## src/rtl/sample_stream_ctrl.sv

```systemverilog
// sample_stream_ctrl: paced ROM-to-FIR sample sequencer with valid/ready output
module sample_stream_ctrl #(
  parameter int ADDR_W = 14,
  parameter int DATA_W = 16,
  parameter int DEPTH  = 11416
) (
  input  logic              clk,
  input  logic              rst,
  input  logic              start,
  input  logic              stop,
  input  logic              loop_en,
  input  logic [ADDR_W-1:0] num_samples,
  input  logic [7:0]        rate_div,
  output logic              rom_en,
  output logic [ADDR_W-1:0] rom_addr,
  input  logic [DATA_W-1:0] rom_data,
  output logic [DATA_W-1:0] x_out,
  output logic              x_valid,
  input  logic              x_ready,
  output logic              busy,
  output logic              done,
  output logic [15:0]       frame_cnt
);
  typedef enum logic [1:0] {IDLE, FETCH, LOAD, HOLD} state_t;
  localparam logic [ADDR_W-1:0] DEPTH_C = ADDR_W'(DEPTH);
  state_t state, next_state;
  logic [ADDR_W-1:0] addr, n, n_in, last_addr;
  logic [7:0] rd, div_cnt;
  logic go, hs, last;
  assign n_in = (num_samples > DEPTH_C) ? DEPTH_C : num_samples;
  assign go   = (state == IDLE) && start && !stop && (n_in != '0);
  assign hs   = (state == HOLD) && x_ready;
  assign last = addr == n - ADDR_W'(1);
  // state register
  always_ff @(posedge clk) begin
    if (rst) state <= IDLE;
    else state <= next_state;
  end
  // next-state: stop wins over everything, HOLD leaves only on a handshake
  always_comb begin
    next_state = state;
    if (stop) next_state = IDLE;
    else begin
      unique case (state)
        IDLE:  next_state = go ? FETCH : IDLE;
        FETCH: next_state = (div_cnt == 8'd0) ? LOAD : FETCH;
        LOAD:  next_state = HOLD;
        HOLD:  next_state = !x_ready ? HOLD : (last && !loop_en) ? IDLE : FETCH;
      endcase
    end
  end
  // outputs decoded from state: the read strobe depends only on registers, never on x_ready
  always_comb begin
    busy     = state != IDLE;
    rom_en   = (state == FETCH) && (div_cnt == 8'd0);
    rom_addr = rom_en ? addr : last_addr;
  end
  // datapath: address walk, pacing counter, sample register, pass accounting
  always_ff @(posedge clk) begin
    if (rst) begin
      addr      <= '0;
      n         <= '0;
      rd        <= '0;
      div_cnt   <= '0;
      last_addr <= '0;
      x_out     <= '0;
      x_valid   <= 1'b0;
      done      <= 1'b0;
      frame_cnt <= '0;
    end else begin
      done    <= 1'b0;
      div_cnt <= go ? 8'd0 : rom_en ? rd : (busy && div_cnt != 8'd0) ? div_cnt - 8'd1 : div_cnt;
      if (rom_en) last_addr <= addr;
      if (stop) x_valid <= 1'b0;
      else if (go) begin
        addr      <= '0;
        frame_cnt <= '0;
        n         <= n_in;
        rd        <= rate_div;
      end else if (state == LOAD) begin
        x_out   <= rom_data;
        x_valid <= 1'b1;
      end else if (hs) begin
        x_valid <= 1'b0;
        addr    <= last ? '0 : addr + ADDR_W'(1);
        if (last) frame_cnt <= frame_cnt + 16'd1;
        done    <= last && !loop_en;
      end
    end
  end
endmodule

```

## config.mk

```make
export PLATFORM = sky130hd
export DESIGN_NAME = sample_stream_ctrl
export DESIGN_NICKNAME = d
export VERILOG_FILES = /design/src/rtl/sample_stream_ctrl.sv
export SDC_FILE = /design/constraint.sdc
export NUM_CORES = 1
export LEC_CHECK = 0
export ABC_AREA = 1
export CAP_MARGIN = 20
export CORE_ASPECT_RATIO = 1.25
export CORE_MARGIN = 2
export CORE_UTILIZATION = 58
export DETAILED_ROUTE_END_ITERATION = 10
export GPL_TIMING_DRIVEN = 0
export PLACE_DENSITY = 0.95
export SLEW_MARGIN = 30
export SYNTH_ARGS = -nofsm -noshare
export SYNTH_HDL_FRONTEND = slang
export SYNTH_SLANG_ARGS = --single-unit
```

## constraint.sdc

```tcl
create_clock -name clk -period 5 [get_ports clk]
set_input_delay 1 -clock clk [delete_from_list [all_inputs] [get_ports clk]]
set_output_delay 1 -clock clk [all_outputs]
set_load 0.005 [all_outputs]
```

# Word level (Yosys, flattened, before mapping)
# Cells that the tools add are included.
dict set report classes {
  n_lt_le_gt_ge 1
  eq_ne 5
  bitwise_logic 3
  reduce_logical 26
  mux 19
  addsub 4
}
# cell count
set op_table {}
lappend op_table {{14-bit two-way mux} 6}
lappend op_table {{16-bit two-way mux} 4}
lappend op_table {{16-bit by 1-bit adder with 16-bit output, second input constant} 1}
lappend op_table {{8-bit two-way mux} 2}
lappend op_table {{14-bit by 1-bit adder with 14-bit output, second input constant} 1}
lappend op_table {{14-bit equality test} 1}
lappend op_table {{14-bit greater-than comparator, second input constant} 1}
lappend op_table {{14-bit nonzero test} 1}
lappend op_table {{14-bit by 1-bit subtractor with 14-bit output, second input constant} 1}
lappend op_table {{2-bit nonzero test} 5}
lappend op_table {{8-bit zero test} 1}
lappend op_table {{2-bit case mux with 4 select lines} 1}
lappend op_table {{8-bit nonzero test} 1}
lappend op_table {{8-bit by 1-bit subtractor with 8-bit output, second input constant} 1}
lappend op_table {{1-bit logical AND} 7}
lappend op_table {{3-bit AND reduction} 2}
lappend op_table {{5-bit OR reduction} 1}
lappend op_table {{2-bit equality test, second input constant} 2}
lappend op_table {{1-bit two-way mux} 4}
lappend op_table {{2-bit two-way mux} 2}
lappend op_table {{2-bit AND reduction} 2}
lappend op_table {{4-bit AND reduction} 1}
lappend op_table {{2-bit OR reduction} 2}
lappend op_table {{1-bit inverter} 3}
lappend op_table {{other kinds (4)} 5}
dict set report totals {
  wordCells 68
  output_inout_bits 50
  register_bits 94
  in_bits 44
}

# Longest topological paths before layout
# Gate-level depths: netlist (run 1).
dict set report logic_depth {
  depth_word 6
  depth_mapped 17
  mapped_depth_nobuf 17
}

# Worst setup path before layout (run 1)
# No wires, ideal clock.
dict set report synth_path {
  path_kind {register to output}
  from {reg div_cnt[0]}
  to {out rom_addr[10]}
  setup_slack_ns 2.405
  t_arrival_ns 1.595
  required_ns 4.000
  path_buffers 1
  stages_incl_launch_ff 9
  cell_sequence {dfxtp_1 inv_1 ha_1 nand3_1 nor3_1 nand4_1 clkbuf_1 nand2_1 nand2_1}
}
dict set report synth_via {
  elab_chain_len 3
}
# item line
set synth_rtl {}
lappend synth_rtl {{start: declaration} 28} ;# logic [7:0] rd, div_cnt;
lappend synth_rtl {{start signal: assignment} 72} ;# div_cnt <= go ? 8'd0 : rom_en ? rd : (busy && div_cnt != 8'd0) ? div_cnt - 8'd1 : div_cnt;
lappend synth_rtl {{8-bit zero test} 55} ;# rom_en = (state == FETCH) && (div_cnt == 8'd0);
lappend synth_rtl {{1-bit logical AND} 55}
lappend synth_rtl {{14-bit two-way mux} n/a}
lappend synth_rtl {{end: declaration} 15} ;# output logic [ADDR_W-1:0] rom_addr,
# Every way passes these cells.

# Worst setup path after layout (run 1)
# Same ends and word-level chain as after synthesis.

==> reports/results.tsv, run 1 <==
stage	metric	value	unit
sta	unrepaired setup endpoints after global routing	false	
synth	Netlist cell types	45	
global_routing	grt ovf	0	
cts	CTS Root Cell	clkbuf_16	
cells_and_area	commonest non-fill, non-tap cell in the layout	nand2_1	
global_routing	first-pass GRT wire length	25.14	mm
cells_and_area	footprint of the multi-input gates	2999	um^2
sta	Final WS setup	1.120	ns
synth	post-synthesis mux area share	0	
synth	mapped cell area	5389	um^2
sta	TNS Setup	0	ns
synth	Synth top area share	0.3492	
synth	syn_nets	825	
cells_and_area	Non-Filler Instances	1009	
die	die height	111.8	um
hold_path	worst hold path class	flip-flop to flip-flop	
cts	Post-CTS Hold Fix Bufs	0	
die	row cnt	39	
die	die area	10080	um^2
cells_and_area	register area	1882	um^2
cells_and_area	final instance area	6756	um^2
critical_path	required time of the critical path	4.00	ns
drt	drt drc	0	
sta	Fin. Hold Viols	0	
synth	Avg Cell Area, Syn	6.936	um^2
global_routing	Total GRT Usage	0.3037	
drt	via count	5574	
sta	Final setup viols	0	
synth	Compound-Gate Fraction of Synth Area	0.1340	
critical_path	worst path arrival time	2.88	ns
cells_and_area	final net count	929	
power	VDD IR max	246.3	uV
sta	Fmax achieved	257.7	MHz
cts	CTS tree	yes	
synth	simple-gate portion of the synthesized area	0.3694	
synth	top cells by area, synth	dfxtp_1 35%, nand2_1 13%, nand3_1 6.0%, inv_1 5.8%, nor2_1 5.2%	
power	leakage power	2.601	nW
cts	# Post-CTS Setup Buffers	0	
place	dpl hpwl	11.18	mm
cts	clock-pin slew on the worst setup and hold paths	0.06	ns
synth	YS warnings	0	
synth	part of the Yosys area used for sequential elements	0.3492	
drt	DRT Pass-1 Iters	4	
cells_and_area	P&R area growth vs syn	25.38	%
synth	Synth Area in Adders	0.009287	
drt	routed vias/inst	5.524	
synth	flops & latches, synth	94	
cells_and_area	layout cells sized above 1	0.1242	
place	GP Congestion	0.9637	
place	pre-CTS worst setup slack	1.549	ns
cells_and_area	most frequent cells in the layout	180 x nand2_1, 94 x dfxtp_1, 93 x clkdlybuf4s50_1, 83 x inv_1, 74 x nor2_1	
cts	worst skew pair latency	0.35	ns
die	I/O pin cnt	94	
cts	CTS Buffer Depth	2	
drt	post-route ant nets	0	
sta	worst rel slew slack	0.4990	
power	PwrDens	257.7	nW/um^2
die	Chip Width	90.22	um
synth	largest family of logic cells by synthesized area	simple AND/OR/NAND/NOR gates	
place	Placed Area	6474	um^2
sta	Worst-Margin Slew	0.7515	ns
sta	final slew viol count	0	
cts	clock net sink count	94	
run	Max Cap Viol	0	
cts	post_cts resized	0	
cells_and_area	final core utilization	0.7444	
power	total power	1.741	mW
global_routing	pin count of the biggest net entering global routing	17	
place	dpl cells	993	
global_routing	vias in the first global route	5371	
sta	skew final	0.009433	ns
synth	Mapped Cells	777	
global_routing	initial antenna violation count	0	
place	port buffer count	93	
sta	post-layout min period	3.880	ns
critical_path	crit path capture type	primary output	
critical_path	CP max FO	10	
cts	H-tree depth	3	
cells_and_area	Fillers	714	
sta	final hold slack	0.4602	ns
drt	Total Routed Length	15.11	mm
synth	post-synthesis xor/xnor area fraction	0.04388	
drt	Routed wire per std cell	14.97	um
cts	Inserted Clock Buffers	9	
die	core area	9076	um^2
critical_path	critical path launch point type	flip-flop	
cells_and_area	Antenna Cells	0	
critical_path	CP Class	flip-flop to primary output	
synth	area leader, netlist	dfxtp_1	
sta	fin crit share	0.7760	
die	Initial Utilization	0.5937	
drt	DRT iter0 DRCs	329	
status	status	finished, final reports clean	
-- synth_stat cells, drive strengths merged --
| cell | n |
|---|---|
| a21boi | 1 |
| o21bai | 1 |
| xor2 | 17 |
| a211oi | 1 |
| buf | 15 |
| a31oi | 6 |
| nor4 | 3 |
| inv | 88 |
| clkbuf | 12 |
| xnor2 | 10 |
| nand4 | 11 |
| o21ai | 32 |
| nor2 | 91 |
| ha | 4 |
| and2 | 1 |
| or2 | 6 |
| nor3 | 18 |
| nand3 | 79 |
| nand3b | 2 |
| dfxtp | 94 |
| o211ai | 4 |
| nand2 | 202 |
| a22oi | 3 |
| o21a | 2 |
| o22ai | 6 |
| a21oi | 68 |
-- area by class of cell --
cell class                      count  area share
Multi-Input combinational cell    568      0.4439
Sequential cell                    94      0.2785
Timing Repair Buffer               93      0.1378
Inverter                           88     0.04926
Clock buffer                       11     0.03593
Buffer                             27     0.02593
Tap cell                          123     0.02278
Clock inverter                      5    0.005926
-- registers in the layout (all words and copies together) (netlist names) --
| signal | cells |
|---|---|
| frame_cnt | 16 |
| x_out | 16 |
| addr | 14 |
| last_addr | 14 |
| n | 14 |
| div_cnt | 8 |
| rd | 8 |
| state | 2 |
| done | 1 |
| x_valid | 1 |
-- worst max-delay path, cell delays in order, from the launching register on --
cell	delay [ns]
dfxtp_1	0.34
inv_1	0.06
ha_1	0.19
nand3_1	0.15
nor3_1	0.28
nand4_1	0.44
clkbuf_1	0.37
nand2_1	0.16
nand2_1	0.08
clkdlybuf4s50_1	0.46
-- per-layer routing --
layer / part of all wire / routed length, um / GRT usage / up-vias
met4: 0.035 / 532 / 0.1344 / 0
met1: 0.40 / 6031 / 0.3475 / 2582
met3: 0.053 / 807 / 0.04736 / 42
li1: - / - / - / 2736
met5: 0 / 0 / 0 / -
met2: 0.51 / 7733 / 0.5559 / 214
-- kinds of logic (layout without fill, tap and decap cells) --
| kind of cell | after synthesis | count (layout) |
|---|---|---|
| simple gates | 413 | 413 |
| buf+inv | 115 | 224 |
| flops | 94 | 94 |
| compound gates | 124 | 124 |
| fa+ha+maj | 4 | 4 |
| xor+xnor | 27 | 27 |
-- path summary, 6_finish.rpt --
path / to / start / slack (ns) / cells past startpoint
max: rom_addr[10] / div_cnt[0]$_SDFFE_PP0P_ / 1.12 / 9
min: rd[3]$_SDFFE_PP0P_ / rd[3]$_SDFFE_PP0P_ / 0.46 / 2
max reg2reg: frame_cnt[6]$_SDFFE_PP0P_ / n[0]$_SDFFE_PP0P_ / 2.58 / 16
min reg2reg: rd[3]$_SDFFE_PP0P_ / rd[3]$_SDFFE_PP0P_ / 0.46 / 2
-- where the power goes --
group | switching (mW) | internal (mW)
Clock | 0.306 | 0.355
Sequential | 0.0179 | 0.766
Combinational | 0.179 | 0.117
Total | 0.503 | 1.24
Note: power is estimated with default switching activity, not from simulation.
==> run 2, diff against run 1 <==
--- a/config.mk
+++ b/config.mk
@@ -9,10 +9,10 @@
 export CAP_MARGIN = 20
 export CORE_ASPECT_RATIO = 1.25
 export CORE_MARGIN = 2
-export CORE_UTILIZATION = 58
+export CORE_UTILIZATION = 48
 export DETAILED_ROUTE_END_ITERATION = 10
 export GPL_TIMING_DRIVEN = 0
-export PLACE_DENSITY = 0.95
+export PLACE_DENSITY = 0.89
 export SLEW_MARGIN = 30
 export SYNTH_ARGS = -nofsm -noshare
 export SYNTH_HDL_FRONTEND = slang
==> constraint.sdc (replaced) <==
create_clock -name clk -period 3.2 [get_ports clk]
set_input_delay 0.64 -clock clk [delete_from_list [all_inputs] [get_ports clk]]
set_output_delay 0.64 -clock clk [all_outputs]
set_load 0.005 [all_outputs]
==> run 2 against run 1 <==
Net effect: die area increased by 20%; count of clock-buffer cells in the layout unchanged; flip-flop and latch count unchanged; clock power increased by 58%; design area increased by 1.3%; utilization decreased by 12 points; power increased by 58%; sequential share of layout area decreased by 0.35 points; worst hold slack got worse by 0.0010 ns; critical path depth increased by 1; largest power group unchanged.
==> reports/results.tsv, run 2 (synthesis results as in run 1) <==
stage	metric	value	unit
status	status	finished, final reports clean	
hold_path	worst hold stages	2	
power	VDD IR max	276.5	uV
critical_path	CP max FO	4	
critical_path	critical path launch point type	flip-flop	
drt	Routed wire per std cell	14.85	um
sta	Fmax achieved	325.3	MHz
critical_path	length in cells of the worst reg-to-reg path	16	
cells_and_area	final net count	933	
die	core area	11030	um^2
cts	CTS tree	yes	
power	internal power	1.950	mW
global_routing	first-pass GRT wire length	24.54	mm
cells_and_area	footprint of the multi-input gates	3029	um^2
hold_path	worst hold path class	flip-flop to flip-flop	
sta	skew final	0.008928	ns
place	pre-CTS worst setup slack	0.1281	ns
sta	Final WS setup	0.1258	ns
cells_and_area	Antenna Cells	0	
cells_and_area	biggest regs	frame_cnt x16, x_out x16	
die	die area	12100	um^2
drt	DRT iter0 DRCs	337	
cells_and_area	layout cells sized above 1	0.1360	
cts	CTS Root Cell	clkbuf_16	
cells_and_area	commonest non-fill, non-tap cell in the layout	nand2_1	
drt	routed vias/inst	5.372	
cts	Post-CTS Hold Fix Bufs	0	
drt	post-route ant nets	0	
cts	H-tree depth	3	
cts	CTS Buffer Depth	2	
critical_path	crit path capture type	primary output	
cells_and_area	most frequent cells in the layout	179 x nand2_1, 94 x dfxtp_1, 93 x clkdlybuf4s50_1, 82 x inv_1, 74 x nor2_1	
critical_path	required time of the critical path	2.56	ns
cells_and_area	register area	1882	um^2
sta	fin crit share	0.9607	
cells_and_area	final core utilization	0.6203	
power	Switching Fraction	0.2903	
critical_path	R2R Path Start	n[0]$_SDFFE_PP0P_	
cells_and_area	Fillers	928	
cts	worst skew pair latency	0.34	ns
power	sequential share of power	0.446	
cts	Inserted Clock Buffers	9	
die	row cnt	43	
power	Switch Pwr	0.7975	mW
die	I/O pin cnt	94	
cts	clock net sink count	94	
place	dpl hpwl	11.20	mm
place	GP Congestion	0.9522	
die	die height	122.5	um
drt	via count	5506	
drt	DRT Pass-1 Iters	5	
global_routing	Total GRT Usage	0.2507	
power	Logic pwr share	0.177	
critical_path	CP Class	flip-flop to primary output	
critical_path	worst path arrival time	2.43	ns
die	Initial Utilization	0.4886	
place	port buffer count	93	
global_routing	grt ovf	0	
power	leakage power	2.632	nW
cts	clock-pin slew on the worst setup and hold paths	0.07	ns
drt	Total Routed Length	15.22	mm
critical_path	Critical Path Start	div_cnt[0]$_SDFFE_PP0P_	
die	Chip Width	98.77	um
power	Clock power frac	0.377	
sta	Worst-Margin Slew	0.7387	ns
cells_and_area	P&R area growth vs syn	26.96	%
sta	final slew viol count	0	
sta	Fin. Hold Viols	0	
sta	final hold slack	0.4591	ns
hold_path	min-delay src	rd[6]$_SDFFE_PP0P_	
global_routing	vias in the first global route	5195	
sta	Final setup viols	0	
sta	post-layout min period	3.074	ns
sta	worst rel slew slack	0.5075	
power	PwrDens	401.5	nW/um^2
run	Max Cap Viol	0	
drt	drt drc	0	
global_routing	initial antenna violation count	0	
global_routing	pin count of the biggest net entering global routing	17	
run 2: repair_timing:
item / CTS / global route
buffers inserted: 3 / 2
setup endpoints to repair: 11 / 15
pin swaps: 3 / 3
endpoints found under the hold margin: 0 / 0
resized for setup: 6 / 5
run 2: power by group through the flow:
stage	logic, mW	clock network [mW]	registers, mW
after floorplan	0.316	0	1.24
after global routing	0.538	1.09	1.23
after global placement	0.447	0	1.25
after detailed placement	0.453	0	1.25
final	0.485	1.04	1.23
after CTS	0.471	1.04	1.23
run 2: final timing paths:
check                                             endpoint  slack, ns
worst min-delay path                    rd[6]$_SDFFE_PP0P_       0.46
worst max-delay path                          rom_addr[13]       0.13
worst max register to register  frame_cnt[11]$_SDFFE_PP0P_       0.80
worst min register to register          rd[6]$_SDFFE_PP0P_       0.46
run 2: per-stage QoR:
step / total power, mW / setup TNS [ns] / instances / area (um^2)
4_1_cts: 2.736 / 0 / 1023 / 6814
6_report: 2.747 / 0 / 1025 / 6842
3_5_place_dp: 1.704 / 0 / 1005 / 6489
3_3_place_gp: 1.697 / 0 / 1005 / 6489
5_1_grt: 2.855 / -0.01262 / 1025 / 6842
2_1_floorplan: 1.558 / 0 / 777 / 5389
run 2: per-layer routing:
layer	part of all wire	GRT usage	vias up
met1	0.41	0.2907	2577
met3	0.043	0.03588	37
met4	0.029	0.1045	0
met5	0	0	-
li1	-	-	2730
met2	0.51	0.4595	162
run 2: final cells by class:
type,count,share of cell area
repair buffers,98,0.1416
inverters,88,0.04938
clock inverters,5,0.006035
multi-input cells,568,0.4428
plain buffers,26,0.02505
flip-flops and latches,94,0.2751
well taps,135,0.02469
clock buffers,11,0.03548
run 2: worst max-delay path: stages (launching register included):
cell	delay [ns]
dfxtp_1	0.35
inv_1	0.07
ha_2	0.19
nand3_2	0.14
nor3_2	0.21
nand4_1	0.19
buf_4	0.20
buf_4	0.14
nand2_1	0.07
nand2_1	0.06
clkdlybuf4s50_1	0.47
==> run 3, diff against run 2 <==
--- a/config.mk
+++ b/config.mk
@@ -9,10 +9,11 @@
 export CAP_MARGIN = 20
 export CORE_ASPECT_RATIO = 1.25
 export CORE_MARGIN = 2
-export CORE_UTILIZATION = 48
+export CORE_UTILIZATION = 54
 export DETAILED_ROUTE_END_ITERATION = 10
 export GPL_TIMING_DRIVEN = 0
-export PLACE_DENSITY = 0.89
+export PLACE_DENSITY = 0.93
+export SETUP_SLACK_MARGIN = 0.5
 export SLEW_MARGIN = 30
 export SYNTH_ARGS = -nofsm -noshare
 export SYNTH_HDL_FRONTEND = slang
==> constraint.sdc (replaced) <==
create_clock -name clk -period 3.4 [get_ports clk]
set_input_delay 0.68 -clock clk [delete_from_list [all_inputs] [get_ports clk]]
set_output_delay 0.68 -clock clk [all_outputs]
set_load 0.005 [all_outputs]
==> run 3 against run 2 <==
Net effect: via count grew 1.2%; clock power shrank 7%; flip-flop and latch count is the same; die area shrank 11%; combinational power shrank 1%; utilization grew 9.5 points; setup slack gained 0.39 ns; critical path type unchanged; largest power group unchanged; highest routed layer unchanged.
==> reports/results.tsv, run 3 (synthesis results as in run 1) <==
stage	metric	value	unit
status	status	finished, final reports clean	
cts	Inserted Clock Buffers	9	
place	port buffer count	93	
cells_and_area	final instance area	6909	um^2
critical_path	CP peak stage delay	0.35	ns
drt	routed vias/inst	5.443	
power	Switch Pwr	0.7557	mW
drt	drt drc	0	
drt	via count	5574	
critical_path	worst reg-to-reg setup slack	0.83	ns
global_routing	first-pass GRT wire length	24.24	mm
cells_and_area	most frequent cells in the layout	179 x nand2_1, 93 x dfxtp_1, 80 x clkdlybuf4s50_1, 79 x inv_1, 74 x nor2_1	
cts	Post-CTS Hold Fix Bufs	0	
power	PwrDens	376.9	nW/um^2
cells_and_area	final net count	941	
global_routing	vias in the first global route	5270	
drt	DRT Pass-1 Iters	5	
power	Switching Fraction	0.2902	
sta	Worst-Margin Slew	0.7357	ns
cts	CTS tree	yes	
power	leakage power	2.773	nW
cells_and_area	Antenna Cells	0	
critical_path	worst path arrival time	2.20	ns
cells_and_area	Fillers	773	
drt	Total Routed Length	15.41	mm
die	die height	115.7	um
cts	H-tree depth	3	
run	Max Cap Viol	0	
power	internal power	1.848	mW
global_routing	grt ovf	0	
sta	unrepaired setup endpoints after global routing	false	
critical_path	CP max FO	10	
sta	final hold slack	0.4609	ns
critical_path	crit path capture type	primary output	
hold_path	Hold Path End	rd[6]$_SDFFE_PP0P_	
die	row cnt	40	
global_routing	pin count of the biggest net entering global routing	17	
place	GP Congestion	0.9767	
sta	worst rel slew slack	0.5043	
die	core area	9659	um^2
power	VDD IR max	271.0	uV
critical_path	length in cells of the worst reg-to-reg path	11	
place	dpl hpwl	11.07	mm
critical_path	CP cell instances	inv_2 > ha_4 > nand3_4 > nor4_4 > nand2_2 > inv_4 > buf_4 > buf_6 > nand2_1 > nand2_1 > dlygate4sd2_1	
power	Clock power frac	0.372	
hold_path	min-delay src	rd[6]$_SDFFE_PP0P_	
cells_and_area	layout cells sized above 1	0.1481	
hold_path	worst hold stages	2	
critical_path	required time of the critical path	2.72	ns
power	sequential share of power	0.443	
sta	fin crit share	0.8475	
sta	final slew viol count	0	
sta	Final setup viols	0	
critical_path	R2R Path Start	div_cnt[0]$_SDFFE_PP0P_	
sta	TNS Setup	0	ns
place	Placed Area	6477	um^2
cts	clock net sink count	94	
die	die area	10800	um^2
sta	Fin. Hold Viols	0	
global_routing	initial antenna violation count	0	
cells_and_area	P&R area growth vs syn	28.21	%
drt	post-route ant nets	0	
sta	post-layout min period	2.882	ns
cts	CTS Buffer Depth	2	
critical_path	worst r2r dst	div_cnt[5]$_SDFFE_PP0P_	
sta	Fmax achieved	347.0	MHz
die	I/O pin cnt	94	
critical_path	CP Class	flip-flop to primary output	
cts	worst skew pair latency	0.34	ns
cells_and_area	commonest non-fill, non-tap cell in the layout	nand2_1	
cts	clock-pin slew on the worst setup and hold paths	0.07	ns
cells_and_area	biggest regs	frame_cnt x16, x_out x16	
global_routing	Total GRT Usage	0.2821	
sta	skew final	0.007614	ns
drt	Routed wire per std cell	15.05	um
power	Logic pwr share	0.184	
hold_path	worst hold path class	flip-flop to flip-flop	
die	Initial Utilization	0.5579	
die	Chip Width	93.35	um
cts	CTS Root Cell	clkbuf_16	
critical_path	Most common cell on crit path	nand2_1	
power	total power	2.604	mW
critical_path	critical path launch point type	flip-flop	
drt	DRT iter0 DRCs	376	
critical_path	Crit-path slowest cell	dfxtp_2	
==> run 3: changes by cell type in the layout (fill, tap and decap cells not counted), moves of 2 or more <==
cell | before | now
clkdlybuf4s50_1 | 93 | 80
dlygate4sd2_1 | 0 | 11
buf_4 | 6 | 13
inv_1 | 82 | 79
inv_2 | 4 | 7
clkinv_4 | 1 | 3
dlymetal6s2s_1 | 0 | 2
inv_6 | 3 | 1
==> run 3: repair_timing <==
item                                    in CTS  in global routing
resized for setup                           27                  5
pin swaps                                    2                  1
endpoints found under the setup margin      15                 14
setup buffers                                7                  5
==> run 3: power by group through the flow <==
stage / registers [mW] / logic, mW / clock network [mW]
2_1_floorplan: 1.17 / 0.297 / 0
3_3_place_gp: 1.18 / 0.419 / 0
3_5_place_dp: 1.18 / 0.428 / 0
4_1_cts: 1.15 / 0.454 / 0.970
5_1_grt: 1.16 / 0.527 / 1.01
6_report: 1.15 / 0.480 / 0.970
==> run 3: worst max-delay path, delay by kind of cell (launching register included) <==
family                   cells  cell delay [ns]
AND/OR/NAND/NOR              5             0.68
buffers and inverters        5             0.67
adder cells (fa/ha/maj)      1             0.15
flip-flops                   1             0.35
==> run 3: worst max path at each step <==
stage,to,cells after the start,slack (ns),from
finish,rom_addr[5],11,0.52,div_cnt[0]$_SDFFE_PP0P_
CTS,rom_addr[0],10,0.50,div_cnt[0]$_SDFFE_PP0P_
floorplan,rom_addr[10],8,1.13,div_cnt[0]$_SDFFE_PP0P_
global placement,rom_addr[6],9,0.31,div_cnt[0]$_SDFFE_PP0P_
detailed placement,rom_addr[5],9,0.24,div_cnt[0]$_SDFFE_PP0P_
global route,rom_addr[5],11,0.47,div_cnt[0]$_SDFFE_PP0P_
==> run 3: routing by layer <==
layer  global-route usage  wire length (um)  up-vias
met3              0.05527               976       40
met1               0.3301              6114     2564
met5                    0                 0        -
met2               0.4964              7737      217
li1                     -                 -     2753
met4               0.1304               578        0
==> run 3: layout make-up <==
type	instances	area [um^2]	share of cell area
plain buffers	27	182.7	0.02644
clock buffers	11	242.7	0.03513
clock inverters	5	42.54	0.006157
inverters	88	335.3	0.04853
multi-input cells	568	3053	0.4419
flip-flops and latches	94	1883	0.2725
well taps	126	157.7	0.02282
repair buffers	105	1012	0.1465
==> run 3: through the flow <==
step                std cells  worst slack, ns    util
detailed placement        996           0.2379  0.6706
global placement          996           0.3069  0.6706
global route             1024           0.4696  0.7153
finish                   1024           0.5184  0.7153
CTS                      1019           0.5030  0.7102
floorplan                 777            1.125       -
